File: src/rtl/regfile_pkg.sv
// rtl/regfile_pkg.sv - shared widths, legal register ID range and FSM encoding for the write arbiter
package regfile_pkg;

    localparam int ID_W       = 6;
    localparam int DATA_W     = 32;
    localparam int REG_ID_MIN = 1;
    localparam int REG_ID_MAX = 32;

    typedef enum logic {
        ST_IDLE  = 1'b0,
        ST_CLEAR = 1'b1
    } state_t;

endpackage

File: src/rtl/rr_arbiter.sv
// rtl/rr_arbiter.sv - combinational round-robin grant, priority starting at ptr and wrapping modulo N_REQ
module rr_arbiter #(
    parameter int N_REQ = 3,
    parameter int PTR_W = 2
) (
    input  logic [N_REQ-1:0] req,
    input  logic [PTR_W-1:0] ptr,
    output logic [N_REQ-1:0] grant
);

    logic [2*N_REQ-1:0] req_dbl;
    logic [N_REQ-1:0]   req_rot;
    logic [N_REQ-1:0]   grant_rot;
    logic [2*N_REQ-1:0] grant_dbl;

    // Rotate so ptr sits at bit 0, take the lowest set bit, then rotate back.
    always_comb begin
        req_dbl   = {req, req} >> ptr;
        req_rot   = req_dbl[N_REQ-1:0];
        grant_rot = req_rot & (~req_rot + {{(N_REQ-1){1'b0}}, 1'b1});
        grant_dbl = {grant_rot, grant_rot} << ptr;
        grant     = grant_dbl[2*N_REQ-1:N_REQ];
    end

endmodule

File: src/rtl/regfile_wr_arbiter.sv
// rtl/regfile_wr_arbiter.sv - round-robin register-file write arbiter; WARB_CLEAR_EN adds the clear-all sequence
module regfile_wr_arbiter #(
    parameter int N_REQ  = 3,
    parameter int ID_W   = regfile_pkg::ID_W,
    parameter int DATA_W = regfile_pkg::DATA_W
) (
    input  logic                    clk,
    input  logic                    reset,
    input  logic [N_REQ-1:0]        req_valid,
    output logic [N_REQ-1:0]        req_ready,
    input  logic [N_REQ*ID_W-1:0]   req_id,
    input  logic [N_REQ*DATA_W-1:0] req_data,
`ifdef WARB_CLEAR_EN
    input  logic                    clear_start,
`endif
    output logic                    write,
    output logic [ID_W-1:0]         WriteRegID,
    output logic [DATA_W-1:0]       WriteData,
    output logic                    busy,
    output logic                    err_drop
);
    import regfile_pkg::*;

    localparam int PTR_W = (N_REQ > 2) ? 2 : 1;

    state_t             state;
    state_t             state_nxt;
    logic [PTR_W-1:0]   rr_ptr;
    logic [PTR_W-1:0]   ptr_nxt;
    logic [N_REQ-1:0]   grant;
    logic               clear_go;
    logic               hs;
    logic               legal;
    logic [ID_W-1:0]    win_id;
    logic [DATA_W-1:0]  win_data;

    rr_arbiter #(
        .N_REQ (N_REQ),
        .PTR_W (PTR_W)
    ) u_rr_arbiter (
        .req   (req_valid),
        .ptr   (rr_ptr),
        .grant (grant)
    );

`ifdef WARB_CLEAR_EN
    // clr_cnt tracks the ID currently being presented on the write port while in CLEAR.
    logic [ID_W-1:0] clr_cnt;

    assign clear_go = (state == ST_IDLE) && clear_start;
    assign busy     = (state == ST_CLEAR);

    always_comb begin
        state_nxt = state;
        case (state)
            ST_IDLE:  if (clear_start) state_nxt = ST_CLEAR;
            ST_CLEAR: if (clr_cnt == ID_W'(REG_ID_MAX)) state_nxt = ST_IDLE;
            default:  state_nxt = ST_IDLE;
        endcase
    end
`else
    assign clear_go  = 1'b0;
    assign busy      = 1'b0;
    assign state_nxt = ST_IDLE;
`endif

    assign req_ready = (!reset && state == ST_IDLE && !clear_go) ? grant : '0;
    assign hs        = |req_ready;

    always_comb begin
        win_id   = '0;
        win_data = '0;
        ptr_nxt  = rr_ptr;
        for (int i = 0; i < N_REQ; i++) begin
            if (req_ready[i]) begin
                win_id   = req_id[i*ID_W +: ID_W];
                win_data = req_data[i*DATA_W +: DATA_W];
                ptr_nxt  = PTR_W'((i + 1) % N_REQ);
            end
        end
    end

    assign legal = (win_id >= ID_W'(REG_ID_MIN)) && (win_id <= ID_W'(REG_ID_MAX));

    always_ff @(posedge clk or posedge reset) begin
        if (reset) begin
            state <= ST_IDLE;
        end else begin
            state <= state_nxt;
        end
    end

    always_ff @(posedge clk or posedge reset) begin
        if (reset) begin
            rr_ptr     <= '0;
            write      <= 1'b0;
            WriteRegID <= '0;
            WriteData  <= '0;
            err_drop   <= 1'b0;
`ifdef WARB_CLEAR_EN
            clr_cnt    <= ID_W'(REG_ID_MIN);
`endif
        end else begin
            write    <= 1'b0;
            err_drop <= 1'b0;
            if (hs) begin
                rr_ptr <= ptr_nxt;
                if (legal) begin
                    write      <= 1'b1;
                    WriteRegID <= win_id;
                    WriteData  <= win_data;
                end else begin
                    err_drop <= 1'b1;
                end
            end
`ifdef WARB_CLEAR_EN
            if (clear_go) begin
                write      <= 1'b1;
                WriteRegID <= ID_W'(REG_ID_MIN);
                WriteData  <= '0;
                clr_cnt    <= ID_W'(REG_ID_MIN);
            end else if (state == ST_CLEAR) begin
                if (clr_cnt != ID_W'(REG_ID_MAX)) begin
                    write      <= 1'b1;
                    WriteRegID <= clr_cnt + 1'b1;
                    WriteData  <= '0;
                    clr_cnt    <= clr_cnt + 1'b1;
                end else begin
                    clr_cnt <= ID_W'(REG_ID_MIN);
                end
            end
`endif
        end
    end

endmodule

File: config.mk
export PLATFORM = sky130hd
export DESIGN_NAME = regfile_wr_arbiter
export DESIGN_NICKNAME = d
export VERILOG_FILES = /design/src/rtl/regfile_pkg.sv /design/src/rtl/rr_arbiter.sv /design/src/rtl/regfile_wr_arbiter.sv
export SDC_FILE = /design/constraint.sdc
export NUM_CORES = 1
export LEC_CHECK = 0
export ABC_AREA = 1
export CORE_ASPECT_RATIO = 1.75
export CORE_UTILIZATION = 40
export CTS_CLUSTER_DIAMETER = 150
export DETAILED_ROUTE_END_ITERATION = 7
export PLACE_DENSITY = 0.85
export RECOVER_POWER = 50
export SYNTH_ARGS = -nofsm -noshare
export SYNTH_HDL_FRONTEND = slang
export SYNTH_SLANG_ARGS = --single-unit
File: constraint.sdc
create_clock -name clk -period 5.25 [get_ports clk]
set_clock_uncertainty 0.2 [all_clocks]
set_input_delay 1.05 -clock clk [delete_from_list [all_inputs] [get_ports clk]]
set_output_delay 1.05 -clock clk [all_outputs]
set_load 0.02 [all_outputs]
==> flow_metrics.tcl <==
set metrics [dict create \
    grt_overflow 0 \
    path_buf_inv 4 \
    die_w_um 64.4 \
    seqPwrFrac 0.205 \
    crit_cells 5 \
    drtIter0Drc 153 \
    via_per_inst 5.19 \
    cts_made_buffers 5 \
    slowest_stage "inv_1" \
    cp-start-kind "input port" \
    antenna_found_initial 0 \
    synth-seq-cells 42 \
    crit_path_max_incr_delay_ps 760 \
    p_sw_frac 0.495 \
    internal-power_mw 1.39 \
    die_h_um 111 \
    drc_errors 0 \
    setup_slack_ps 651 \
    path_cells "clkdlybuf4s50_1 > inv_1 > nand3_1 > inv_2 > clkdlybuf4s50_1" \
    cp.required_ps 4000 \
    final_cells 620 \
    grt_pass1_vias 3301 \
    netSwitchingPower_mw 1.36 \
    max-slew-margin-rel 0.269 \
    ys_types 18 \
    outcome "completed" \
    rsz0062_at_grt "false" \
    final.setup.tns_ps 0 \
    ant_nets 0 \
    seq_area_frac_synth 0.385 \
    fin_crit_ps 4600 \
    r2r_cells 17 \
    cts_hold_buf 0 \
    hp-class "flop to flop" \
    post_cts_resized 0 \
    clock-root-buffer "clkbuf_16" \
    cp_top_family "buffers and inverters" \
    crit_fanout 28 \
    max_slew.worst_pin.slew_ps 1100 \
    dpl.hpwl_um 6730 \
    vias 3220 \
    cts_tree "built" \
    setup_violations 0 \
    drive_above_1_share 0.0855 \
    io_buffer_count 161 \
    n_antenna_cell 0 \
    grt_use_total 0.257 \
    p_clk_frac 0.127 \
    insertion_delay_ps 270 \
    hold_viol_final 0 \
    initial_core_util 0.417 \
    path_clk_slew_ps 60 \
    leakage_nw 2.11 \
    crit_top_cell "clkdlybuf4s50_1" \
    period_share 0.876 \
    ioPinCount 163 \
    max_cap_viol_count 0 \
    drt-total-wl_um 8810 \
    holdPathStages 2 \
    core_sq_um 6540 \
    fin_nets 657 \
    syn-num-nets 509 \
    place_congestion 0.925 \
    grt_pass1_wl_um 14600 \
    dieArea_sq_um 7170 \
    path_class "input port to primary output" \
    wire_per_inst_um 14.2 \
    postSynthAreaPerCell_sq_um 6.99 \
    max_freq_ghz 0.217 \
    peakVddDrop_uv 421 \
    cts_max_path_buffers 2 \
    cp.arrival_ps 3350 \
    finalPower_mw 2.76 \
    cts_setup_buffers 0 \
    maxSlewViolCount 0 \
    syn_inst 390 \
    yosysWarningCount 0 \
    syn_to_final_growth_pct 65.1 \
    first_pass_iters 5 \
    final_cell_mix "160 x nand2_1, 140 x clkdlybuf4s50_1, 115 x nand3_1, 42 x dfrtp_1, 21 x dlygate4sd3_1" \
    dpl_worst_slack_ps 764 \
    row_count 39 \
    dp.cells 613 \
    h-tree-depth 2 \
    cts.sinks 42 \
    combPwrFrac 0.668 \
    grt_max_degree 40 \
    syn-cell-area_sq_um 2730 \
    final_common_cell "nand2_1" \
    power_density_nw_per_um2 612 \
    crit_path_end_kind "primary output" \
]
==> per-stage QoR <==
step	hold WS (ps)	area [sq um]	util
2_1_floorplan	408	2730	-
3_3_place_gp	285	4340	0.664
3_5_place_dp	287	4340	0.664
4_1_cts	303	4510	0.689
5_1_grt	323	4500	0.689
6_report	294	4500	0.689
==> sequential cells by signal, indices dropped and copies added, names as in the netlist <==
register	flops
write	1
rr_ptr	2
WriteRegID	6
err_drop	1
WriteData	32
==> routing by layer <==
layer,vias to the layer above,global-route usage,part of all wire
met4,0,0.107,0.032
met5,-,0,0
met1,1479,0.259,0.35
li1,1587,-,-
met2,130,0.495,0.56
met3,24,0.0432,0.053
==> cell families after synthesis <==
group	after synthesis	synth area share
DFF	42	0.385
buffers and inverters	33	0.0624
and+or+nand+nor	311	0.537
AOI/OAI and AO/OA	3	0.0138
other	1	0.00137
==> path summary, 6_finish.rpt <==
path,from,end,slack [ps]
setup / recovery,reset,req_ready[2],650
hold reg to reg,WriteData[31],WriteData[31],290
setup reg to reg,rr_ptr[0],WriteData[25],1680
min in group asynchronous,reset,err_drop,1300
max in group asynchronous,reset,WriteRegID[0],2040
hold / removal,WriteData[31],WriteData[31],290
==> layout make-up <==
cell class | instances | area, sq um
Clock buffer | 6 | 139
Clock inverter | 1 | 30.0
Fill cell | 585 | 2030
Inverter | 8 | 30.0
Multi-Input combinational cell | 315 | 1510
Sequential cell | 42 | 1050
Tap cell | 82 | 103
Timing Repair Buffer | 166 | 1650
==> Yosys cell counts, drive strengths merged <==
library cell | number | area share
nor2 | 6 | 0.011
o21ai | 1 | 0.0018
dfrtp | 42 | 0.39
clkbuf | 9 | 0.012
a21oi | 2 | 0.012
buf | 16 | 0.039
conb | 1 | 0.0014
nand3 | 134 | 0.28
nand4 | 7 | 0.016
inv | 8 | 0.011
nand2 | 164 | 0.23
==> power by group through the flow <==
stage,registers (mW),clock network (mW),logic (mW)
2_1_floorplan,0.716,0,1.17
6_report,0.566,0.350,1.84
3_3_place_gp,0.569,0,1.83
5_1_grt,0.583,0.370,2.05
4_1_cts,0.570,0.357,1.89
3_5_place_dp,0.574,0,1.89
==> worst register-to-register path, cell delays in order (launching register included) <==
cell	delay [ps]
dfrtp_1	460
inv_2	110
nand2_1	120
nand3_2	100
nand2_2	130
nand4_1	120
nand3_1	210
nand3_1	150
inv_2	100
buf_4	350
nand2_1	110
nand3_2	110
inv_2	60
nor2_2	90
nand3_2	430
buf_4	400
nand3_1	110
nand2_1	70
Note: power is estimated with default switching activity, not from simulation.
